### config.mk
export PLATFORM = sky130hd
export DESIGN_NAME = sat_sum_pipe
export DESIGN_NICKNAME = d
export VERILOG_FILES = /design/src/rtl/sat_sum_pipe.sv
export SDC_FILE = /design/constraint.sdc
export NUM_CORES = 1
export LEC_CHECK = 0
export CORE_MARGIN = 2
export CORE_UTILIZATION = 30
export CTS_CLUSTER_DIAMETER = 100
export CTS_CLUSTER_SIZE = 28
export DETAILED_ROUTE_END_ITERATION = 16
export GPL_TIMING_DRIVEN = 0
export PLACE_DENSITY_LB_ADDON = 0.05
export SKIP_CTS_REPAIR_TIMING = 1
export SYNTH_ARGS = -nofsm -noshare
export SYNTH_HDL_FRONTEND = slang
export SYNTH_SLANG_ARGS = --single-unit
### constraint.sdc
create_clock -name clk -period 5.1 [get_ports clk]
set_clock_uncertainty 0.05 [all_clocks]
set_input_delay 0.51 -clock clk [delete_from_list [all_inputs] [get_ports clk]]
set_output_delay 0.51 -clock clk [all_outputs]
set_load 0.005 [all_outputs]
### src/rtl/sat_sum_pipe.sv
// sat_sum_pipe: pipelined N-input signed summer with per-channel add/subtract,
// saturating (or wrapping) output, per-beat and sticky overflow reporting.
// Stream protocol: a beat moves across an interface on a rising edge where
// valid & ready are both high; valid may not depend on ready. The whole pipe
// stalls as one (adv = !out_valid | out_ready), and bubbles are kept in place.
module sat_sum_pipe #(
    parameter int WIDTH  = 16,
    parameter int NUM_IN = 4,
    parameter int SAT_EN = 1
) (
    input  logic                      clk,
    input  logic                      rst,
    input  logic [NUM_IN*WIDTH-1:0]   in_data,
    input  logic [NUM_IN-1:0]         sub_mask,
    input  logic                      in_valid,
    output logic                      in_ready,
    output logic [WIDTH-1:0]          out_data,
    output logic                      out_valid,
    input  logic                      out_ready,
    output logic                      sat_flag,
    output logic                      sat_sticky,
    input  logic                      clr_sticky
);

    localparam int LEVELS = $clog2(NUM_IN);
    localparam int IW     = WIDTH + LEVELS + 1;
    // Twice as many slots as channels so that pairwise reads (2j, 2j+1) never
    // leave the array; slots past the live operands stay zero and add nothing.
    localparam int SLOTS  = 2 * NUM_IN;

    localparam logic [WIDTH-1:0] MAX_W = {1'b0, {(WIDTH-1){1'b1}}};
    localparam logic [WIDTH-1:0] MIN_W = {1'b1, {(WIDTH-1){1'b0}}};

    // Level 0 holds the conditioned channels, levels 1..LEVELS-1 the adder tree.
    logic signed [IW-1:0] stg_q [LEVELS][SLOTS];
    logic signed [IW-1:0] stg_d [LEVELS][SLOTS];
    logic [LEVELS-1:0]    vld_q, vld_d;

    logic [WIDTH-1:0]     out_data_q, out_data_d;
    logic                 out_valid_q, out_valid_d;
    logic                 sat_flag_q, sat_flag_d;
    logic                 sticky_q, sticky_d;

    logic                 adv;
    logic signed [IW-1:0] sum_full;
    logic [LEVELS+1:0]    sum_top;
    logic                 ovf;
    logic [WIDTH-1:0]     result;

    function automatic logic signed [IW-1:0] sext(input logic [WIDTH-1:0] v);
        return {{(IW-WIDTH){v[WIDTH-1]}}, v};
    endfunction

    assign adv      = !out_valid_q || out_ready;
    assign in_ready = adv;

    // Final pairwise add; overflow when the bits above the output sign bit
    // are not all copies of it.
    assign sum_full = stg_q[LEVELS-1][0] + stg_q[LEVELS-1][1];
    assign sum_top  = sum_full[IW-1:WIDTH-1];
    assign ovf      = !((&sum_top) || !(|sum_top));

    // Clamp toward the sign of the exact sum, or keep the low bits when wrapping.
    always_comb begin
        result = sum_full[WIDTH-1:0];
        if (SAT_EN != 0 && ovf) begin
            result = sum_full[IW-1] ? MIN_W : MAX_W;
        end
    end

    // Next state of the input stage and the adder tree; everything holds on stall.
    always_comb begin
        stg_d = stg_q;
        vld_d = vld_q;
        if (adv) begin
            vld_d[0] = in_valid;
            if (in_valid) begin
                for (int k = 0; k < NUM_IN; k++) begin
                    stg_d[0][k] = sub_mask[k] ? -sext(in_data[k*WIDTH +: WIDTH])
                                              :  sext(in_data[k*WIDTH +: WIDTH]);
                end
            end
            for (int l = 1; l < LEVELS; l++) begin
                vld_d[l] = vld_q[l-1];
                for (int j = 0; j < NUM_IN; j++) begin
                    stg_d[l][j] = stg_q[l-1][2*j] + stg_q[l-1][2*j+1];
                end
            end
        end
    end

    // Next state of the output register and the sticky overflow flag.
    always_comb begin
        out_data_d  = out_data_q;
        out_valid_d = out_valid_q;
        sat_flag_d  = sat_flag_q;
        if (adv) begin
            out_valid_d = vld_q[LEVELS-1];
            out_data_d  = result;
            sat_flag_d  = ovf && vld_q[LEVELS-1];
        end
        sticky_d = sticky_q;
        if (clr_sticky) begin
            sticky_d = 1'b0;
        end
        // A delivered overflowed beat overrides a simultaneous clear.
        if (out_valid_q && out_ready && sat_flag_q) begin
            sticky_d = 1'b1;
        end
    end

    // State registers; reset drops every in-flight beat and zeroes all data.
    always_ff @(posedge clk or negedge rst) begin
        if (!rst) begin
            for (int l = 0; l < LEVELS; l++) begin
                for (int s = 0; s < SLOTS; s++) begin
                    stg_q[l][s] <= '0;
                end
            end
            vld_q       <= '0;
            out_data_q  <= '0;
            out_valid_q <= 1'b0;
            sat_flag_q  <= 1'b0;
            sticky_q    <= 1'b0;
        end else begin
            stg_q       <= stg_d;
            vld_q       <= vld_d;
            out_data_q  <= out_data_d;
            out_valid_q <= out_valid_d;
            sat_flag_q  <= sat_flag_d;
            sticky_q    <= sticky_d;
        end
    end

    assign out_data   = out_data_q;
    assign out_valid  = out_valid_q;
    assign sat_flag   = sat_flag_q;
    assign sat_sticky = sticky_q;

endmodule
# == After elaboration in Yosys (flattened, before gate mapping) ==
# Cells that the tools add are included.
# word_totals
reg_bits,135
latchBits,0
mem_bits_rw,0
romBits,0
elab_cells,38
memories,0
# classes
addsub,7
n_mul,0
div,0
magnitude_cmp,0
n_eq_ne,0
n_shift,0
muxes,8
n_bitwise,0
n_reduce_logical,12
# op_table
operator,count
$mux 19,4
$neg 16->19,4
$add 19x19->19,3
$mux 16,2
$reduce_and 4->1,1
$reduce_or 4->1,1
$logic_and 1x1->1,3
$logic_not 1->1,3
$logic_or 1x1->1,2
$mux 1,2
$reduce_and 2->1,1
$reduce_bool 2->1,1

# == Logic depth before layout (Yosys ltp) ==
# Gate-level depths: netlist of run 1.
# depth
ltp_word,6
depth_mapped,13
ltp_nobuf,12

# == Least setup slack after synthesis of run 1 ==
# No wires, ideal clock.
# synth_path
kind,register to register
startpoint,register stg_q[114] (netlist bit)
endpoint,"register out_data_q[10], in the netlist out_data[10]"
setup_ns,0.135
arrival_time_ns,2.987
t_required_ns,4.915
path_slack_ns,1.929
path_stages_with_launch,14
n_path_buf,1
path_cell_list,dfrtp_1 ha_1 inv_1 fa_1 nor2b_4 o31a_1 or4_1 a31o_1 o31a_1 and4_4 or3_4 nor2_4 buf_6 o31ai_1
# synth_between
elab_chain_len,5
elab_cells_between_ends,7
classes_between,1 x add/sub; 2 x mux; 4 x reduce/logical
# synth_rtl
item,line,source
"start, declared",35,logic signed [IW-1:0] stg_q [LEVELS][SLOTS];
"start signal, assigned",126,stg_q <= stg_d;
$add 19x19->19 *,59,assign sum_full = stg_q[LEVELS-1][0] + stg_q[LEVELS-1][1];
$reduce_or 4->1,61,assign ovf = !((&sum_top) || !(|sum_top));
$logic_not 1->1,61,
$logic_or 1x1->1,61,
$mux 16 *,66,if (SAT_EN != 0 && ovf) begin
"end signal, assigned",128,out_data_q <= out_data_d;
"end, declared",39,"logic [WIDTH-1:0] out_data_q, out_data_d;"
# Mark *: on every way between the ends. The rest lies on a longest branch, timed or not.
# A chain may end at the register's enable or synchronous reset.

# == Worst setup path in the final report of run 1 ==
# layout_path
startpoint,input port out_ready
endpoint,output port in_ready
# layout_between
elab_chain_len,1
# layout_rtl
item,line,source
"start, declared",19,"input logic out_ready,"
$logic_or 1x1->1,54,assign adv = !out_valid_q || out_ready;
"end, declared",16,"output logic in_ready,"
# No other way between the ends.

==> flow_metrics.tcl, run 1 <==
set metrics [dict create \
    grt_pass1_wl_mm 40.54 \
    ys_ff_latch 135 \
    cellLeakagePower_nw 4.636 \
    dp_hpwl_mm 19.79 \
    setup_viol_count_final 0 \
    cap_violations 0 \
    seq_area_frac_synth_pct 38.78 \
    start_util_pct 30.44 \
    overflow 0 \
    worstPathArrival_ns 3.12 \
    slew_violations 0 \
    gr-usage-all-layers_pct 17.09 \
    grt_pass1_vias 7159 \
    p_per_area_nw_per_um2 644.8 \
    cts_sinks 135 \
    synthAdderAreaFrac_pct 9.019 \
    end_kind "primary output" \
    diodes 0 \
    final_common_cell "dfrtp_1" \
    ys_types 59 \
    io_pins 93 \
    via_per_inst 4.871 \
    synth_nets 1117 \
    remaining_drc_errors 0 \
    rows 62 \
    grt_max_degree 81 \
    cts_buffers 17 \
    synth_flop_cell "dfrtp_1" \
    fmax_ghz 0.2719 \
    final_area_um2 10750 \
    synth.area.mux_share_pct 0.6894 \
    critPathMaxFanout 10 \
    clk_pin_slew_ns 0.06 \
    yosysTopAreaCell "dfrtp_1" \
    synth_top_family_by_area "compound AO/OA/AOI/OAI gates" \
    synth_edf_count 0 \
    tns_ns 0 \
    required_ns 4.54 \
    crit_path_start_kind "primary input" \
    clk_latency_ns 0.42 \
    ir_drop_mv 0.3349 \
    synth-simple-area-share_pct 16.31 \
    final.period_utilization_pct 72.13 \
    place_ws_ns 1.299 \
    root_buffer "clkbuf_16" \
    nNetsFinal 1229 \
    synthXorXnorAreaFrac_pct 9.953 \
    max_slew_margin_pct 47.82 \
    tightest_slew_ns 0.7827 \
    crit_type "primary input to primary output" \
    min_period_ns 3.678 \
    final_util_pct 37.56 \
    syn2layout_area_growth_pct 23.41 \
    ys_warn_count 0 \
    core_region_area_um2 28630 \
    synth_top_area_share_pct 38.78 \
    dieArea_um2 30420 \
    syn_area_um2 8712 \
    die_y_um 174.4 \
    avgSynthCellArea_um2 8.863 \
    routed-via-count 7268 \
    cts_tree "yes" \
    syn-instance-count 983 \
    setup_slack_ns 1.422 \
    cts_max_level 4 \
    routabilityCongestion 0.8052 \
    layout-drive-gt1-share_pct 4.242 \
    wl_mm 25.25 \
    ys_async_sr_fraction_pct 100.0 \
    clock_path_buffers 2 \
    synth_compound_area_share_pct 22.10 \
    finalHoldViolations 3 \
    status "finished, violations left" \
    io_buffers 92 \
    dr.pass1.iters 5 \
    hold_path.class "primary input to asynchronous set/reset pin" \
    dr.first_iter.drc_count 352 \
    synth.top_cells.by_area "dfrtp_1 39%, ha_1 8.3%, xor2_1 7.1%" \
    postRouteAntennaNets 0 \
    place_area_um2 10140 \
    antenna_found_initial 0 \
    fill_cells 2954 \
    die_w_um 174.4 \
    holdWs_ns -0.008201 \
    wire_per_inst_um 16.92 \
    violations "hold timing" \
    mostFrequentLayoutCells "135 x dfrtp_1, 131 x nand2_1, 124 x o21ai_0" \
    grt_setup_unrepaired "no" \
]
[state kept, by name (all words and copies together), names as in the netlist]
register,count
sat_sticky,1
out_data,16
out_valid,1
stg_q,114
vld_q,2
sat_flag,1
[path summary, 6_finish.rpt]
| path | from | to | slack, ns | cells past startpoint |
|---|---|---|---|---|
| max in group asynchronous | rst | stg_q[265] | 4.20 | 2 |
| min in group clk | stg_q[302] | stg_q[302] | 0.42 | 2 |
| hold reg to reg | stg_q[302] | stg_q[302] | 0.42 | 2 |
| hold / removal | rst | out_data[1] | -0.008 | 1 |
| setup / recovery | out_ready | in_ready | 1.42 | 7 |
| setup reg to reg | stg_q[114] | out_data[3] | 1.52 | 13 |
[cell families (layout without fill, tap and decap cells)]
logic type,count (synthesis),count (layout)
xor gates and xnor gates,99,99
DFF,135,135
buffers and inverters,69,194
and+or+nand+nor,304,304
muxes,6,6
AOI/OAI and AO/OA,309,309
adders and majority gates,61,61
[metal layers]
| metal | global-route usage (%) | routed length (µm) | vias up |
|---|---|---|---|
| li1 | - | - | 3744 |
| met3 | 2.734 | 735 | 14 |
| met5 | 0 | 0 | - |
| met4 | 3.922 | 259 | 0 |
| met1 | 25.21 | 13320 | 3413 |
| met2 | 26.11 | 10940 | 97 |
[synth_stat cells (all sizes together), types with 16 or more instances]
cell,count
a21o,26
a21oi,56
clkbuf,28
dfrtp,135
ha,58
inv,32
nand2,131
nor2,67
nor3,20
o21ai,126
o31ai,32
o41ai,16
xnor2,28
xor2,71
[power by group]
| group | total, mW | switching, mW | leakage (nW) | internal (mW) |
|---|---|---|---|---|
| Combinational | 3.84 | 2.15 | 2.74 | 1.69 |
| Clock | 1.29 | 0.498 | 0.289 | 0.796 |
| Sequential | 1.80 | 0.303 | 1.61 | 1.50 |
| Total | 6.93 | 2.95 | 4.64 | 3.98 |
[cell type report]
type / count / area (µm²) / share of cell area [%]
plain buffers: 37 / 153.9 / 1.431
inverters: 32 / 120.1 / 1.117
clock buffers: 21 / 460.4 / 4.283
flip-flops and latches: 135 / 3378 / 31.42
well taps: 384 / 480.5 / 4.469
clock inverters: 11 / 148.9 / 1.385
multi-input cells: 779 / 5060 / 47.06
repair buffers: 93 / 949.7 / 8.833
[worst max-delay path: stages]
cell,delay [ns]
clkdlybuf4s50_1,0.47
nor2b_1,0.05
clkbuf_1,0.20
inv_1,0.24
clkbuf_1,0.59
buf_1,0.45
clkdlybuf4s50_1,0.60
[stage by stage]
step                      power (mW)  cells
after floorplan                4.500    983
after global placement         5.649   1459
after CTS                      7.008   1492
final                          6.933   1492
after detailed placement       5.669   1460
after global routing           7.550   1492
Power figures use the tool's default switching activity.
==> run 2, diff against run 1 <==
- clock period: 5.1 -> 3.7 ns (I/O delays scaled with it)
==> flow_metrics.tcl, run 2 (synthesis results as in run 1) <==
set metrics [dict create \
    stdcell_count 1493 \
    status "finished clean" \
    place_ws_ns 0.03918 \
    worstPathArrival_ns 3.77 \
    antenna_found_initial 0 \
    rows 62 \
    via_per_inst 4.867 \
    overflow 0 \
    fmax_ghz 0.2817 \
    io_pins 93 \
    syn2layout_area_growth_pct 23.58 \
    grt_max_degree 81 \
    largest_reg_flops 114 \
    dr.first_iter.drc_count 371 \
    r2r_slack_ns 0.15 \
    routed-via-count 7267 \
    core_region_area_um2 28630 \
    dieArea_um2 30420 \
    ir_drop_mv 0.4925 \
    cap_violations 0 \
    wl_mm 25.28 \
    gr-usage-all-layers_pct 17.09 \
    die_y_um 174.4 \
    fill_cells 2952 \
    setup_viol_count_final 0 \
    max_slew_margin_pct 47.59 \
    nNetsFinal 1230 \
    crit_path_start_kind "flip-flop" \
    slew_violations 0 \
    mostFrequentLayoutCells "135 x dfrtp_1, 131 x nand2_1, 124 x o21ai_0" \
    cts_buffers 17 \
    layout.area.seq_um2 3378 \
    top_register "stg_q" \
    dr.pass1.iters 4 \
    cts_sinks 135 \
    grt_setup_unrepaired "no" \
    cts_max_level 4 \
    placed_cells 1460 \
    cts_tree "yes" \
    remaining_drc_errors 0 \
    final_util_pct 37.61 \
    grt_pass1_wl_mm 40.54 \
    required_ns 3.92 \
    start_util_pct 30.44 \
    layout-drive-gt1-share_pct 4.328 \
    clk_pin_slew_ns 0.06 \
    tightest_slew_ns 0.7862 \
    end_kind "flip-flop" \
    place_area_um2 10140 \
    root_buffer "clkbuf_16" \
    crit_type "flip-flop to flip-flop" \
    p_per_area_nw_per_um2 889.7 \
    wire_per_inst_um 16.93 \
    final_area_um2 10770 \
    final_common_cell "dfrtp_1" \
    io_buffers 92 \
    hold_path.class "primary input to asynchronous set/reset pin" \
    finalHoldViolations 0 \
    dp_hpwl_mm 19.79 \
    setup_slack_ns 0.1497 \
    clock_path_buffers 2 \
    routabilityCongestion 0.8052 \
    cellLeakagePower_nw 4.643 \
    min_period_ns 3.550 \
    multi_input_area_um2 5061 \
    postRouteAntennaNets 0 \
    grt_pass1_vias 7159 \
    die_w_um 174.4 \
    holdWs_ns 0.4215 \
    clk_latency_ns 0.42 \
    final.period_utilization_pct 95.96 \
    critPathMaxFanout 10 \
    diodes 0 \
]
## run 2: cell count changes in the layout (fill, tap and decap cells not counted), sizes merged
cell,delta
dlygate4sd3,+1
## run 2: path summary, 6_finish.rpt
kind	startpoint	to	cells past startpoint
setup / recovery	stg_q[114]	out_data[3]	13
hold / removal	rst	out_data[1]	2
setup reg to reg	stg_q[114]	out_data[3]	13
hold reg to reg	stg_q[302]	stg_q[302]	2
max in group asynchronous	rst	stg_q[265]	3
min in group clk	stg_q[302]	stg_q[302]	2
## run 2: per-stage QoR
stage / TNS (ns) / total power, mW
after detailed placement: 0 / 7.814
after floorplan: 0 / 6.203
after global placement: -501.35 / 7.786
final: 0 / 9.579
after CTS: 0 / 9.660
after global routing: 0 / 10.43
## run 2: final cells by class
type                    count  share of cell area (%)
inverters                  32                   1.116
clock buffers              21                   4.277
multi-input cells         779                   47.01
plain buffers              37                   1.464
clock inverters            11                   1.383
well taps                 384                   4.463
flip-flops and latches    135                   31.38
repair buffers             94                   8.913
## run 2: worst max-delay path, stage by stage (launching register included)
cell and delay (ns):
dfrtp_1 0.39, ha_1 0.23, inv_1 0.07, fa_1 0.23
nor2b_4 0.07, o31a_1 0.26, or4_1 0.43, a31o_1 0.27
o31a_1 0.29, and4_4 0.21, o311a_2 0.49, buf_6 0.18
a21oi_1 0.13, o41ai_1 0.10
## run 2: metal layers
layer	vias up	track usage [%]	routed length, µm
met4	0	3.922	166
met5	-	0	0
li1	3744	-	-
met2	108	26.11	11020
met3	10	2.734	767
met1	3405	25.21	13330
## run 2: power by group
| part | switching [mW] | internal (mW) |
|---|---|---|
| Sequential | 0.419 | 2.07 |
| Combinational | 2.96 | 2.35 |
| Clock | 0.686 | 1.10 |
| Total | 4.07 | 5.51 |
==> run 3, diff against run 2 <==
- GPL_ROUTABILITY_DRIVEN: not set -> 1
- SLEW_MARGIN: not set -> 20
==> flow_metrics.tcl, run 3 (synthesis results as in run 1) <==
set metrics [dict create \
    min_period_ns 3.550 \
    crit_type "flip-flop to flip-flop" \
    finalHoldViolations 0 \
    cellLeakagePower_nw 4.644 \
    routed-via-count 7267 \
    mostFrequentLayoutCells "135 x dfrtp_1, 131 x nand2_1, 124 x o21ai_0" \
    slowest_delay_ns 0.49 \
    cts_sinks 135 \
    via_per_inst 4.867 \
    tightest_slew_ns 0.7862 \
    critPathMaxFanout 10 \
    start_util_pct 30.44 \
    grt_pass1_wl_mm 40.54 \
    r2r_slack_ns 0.15 \
    cap_violations 0 \
    routabilityCongestion 0.8052 \
    place_ws_ns 0.03918 \
    dp_hpwl_mm 19.79 \
    r2r-start "stg_q[114]" \
    setup_slack_ns 0.1497 \
    cts_tree "yes" \
    rows 62 \
    cts_buffers 17 \
    crit_path_start_kind "flip-flop" \
    reg2reg_to "out_data[3]" \
    clk_latency_ns 0.42 \
    cts_max_level 4 \
    antenna_found_initial 0 \
    io_pins 93 \
    grt_max_degree 81 \
    path_cells "ha_1 > inv_1 > fa_1 > nor2b_4 > o31a_1 > or4_1 > a31o_1 > o31a_1 > and4_4 > o311a_2 > buf_6 > a21oi_1 > o41ai_1" \
    clock_path_buffers 2 \
    overflow 0 \
    die_w_um 174.4 \
    top_register "stg_q" \
    wire_per_inst_um 16.93 \
    worstPathArrival_ns 3.77 \
    dieArea_um2 30420 \
    core_region_area_um2 28630 \
    cp_common_cell "o31a_1" \
    reg2reg_depth 13 \
    grt_pass1_vias 7159 \
    postRouteAntennaNets 0 \
    max_slew_margin_pct 47.59 \
    p_per_area_nw_per_um2 889.5 \
    setup_viol_count_final 0 \
    slew_violations 0 \
    grt_setup_unrepaired "no" \
    final.period_utilization_pct 95.96 \
    ir_drop_mv 0.4925 \
    status "finished clean" \
    diodes 0 \
    cp_slowest_cell "o311a_2" \
    root_buffer "clkbuf_16" \
    placed_cells 1460 \
    dr.first_iter.drc_count 371 \
    hold_path.class "primary input to asynchronous set/reset pin" \
    nNetsFinal 1230 \
    end_kind "flip-flop" \
    syn2layout_area_growth_pct 23.62 \
    wl_mm 25.28 \
    clk_pin_slew_ns 0.06 \
    gr-usage-all-layers_pct 17.09 \
    required_ns 3.92 \
    die_y_um 174.4 \
    io_buffers 92 \
    dr.pass1.iters 4 \
    power_mw 9.580 \
    remaining_drc_errors 0 \
    stdcell_count 1493 \
    largest_reg_flops 114 \
    fmax_ghz 0.2817 \
    final_common_cell "dfrtp_1" \
    layout-drive-gt1-share_pct 4.328 \
]
## run 3: changes by cell type in the layout (fill, tap and decap cells not counted)
cell,change
buf_6,-1
buf_8,+1
## run 3: where the power goes
group	internal, mW	switching, mW	total, mW
clock network	1.10	0.686	1.78
registers	2.07	0.419	2.49
logic	2.35	2.96	5.31
total	5.51	4.07	9.58
## run 3: per-layer routing
metal | track usage (%) | share of wire [%] | up-vias
met5 | 0 | 0 | -
met4 | 3.922 | 0.66 | 0
met3 | 2.734 | 3.0 | 10
met2 | 26.11 | 44 | 108
met1 | 25.21 | 53 | 3405
li1 | - | - | 3744
## run 3: area by class of cell
class	count	area, µm²
well taps	384	480.5
fillers	2952	17850
inverters	32	120.1
clock inverters	11	148.9
plain buffers	37	157.7
flip-flops and latches	135	3378
clock buffers	21	460.4
repair buffers	94	963.4
multi-input cells	779	5061
## run 3: worst max-delay path, delay by kind of cell, from the launching register on
family          cells  cell delay [ns]
compound gates      6             1.54
flops               1             0.39
fa+ha+maj           2             0.46
buf+inv             2             0.25
simple gates        3             0.71
## run 3: stage by stage
stage | hold WS, ns | utilization (%) | area (µm²) | setup TNS [ns]
2_1_floorplan | 0.02441 | - | 8712 | 0
3_3_place_gp | 0.4094 | 35.33 | 10110 | -501.35
3_5_place_dp | 0.2757 | 35.44 | 10150 | 0
4_1_cts | -0.1758 | 37.57 | 10760 | 0
5_1_grt | 0.4348 | 37.63 | 10770 | 0
6_report | 0.3994 | 37.63 | 10770 | 0
## run 3: worst max path at each step
| stage | start | slack, ns | to |
|---|---|---|---|
| floorplan | stg_q[114] | 0.53 | out_data[10] |
| global placement | rst | -3.73 | stg_q[271] |
| detailed placement | out_ready | 0.04 | stg_q[247] |
| CTS | stg_q[114] | 0.11 | out_data[3] |
| global route | stg_q[266] | 0.002 | stg_q[149] |
| finish | stg_q[114] | 0.15 | out_data[3] |
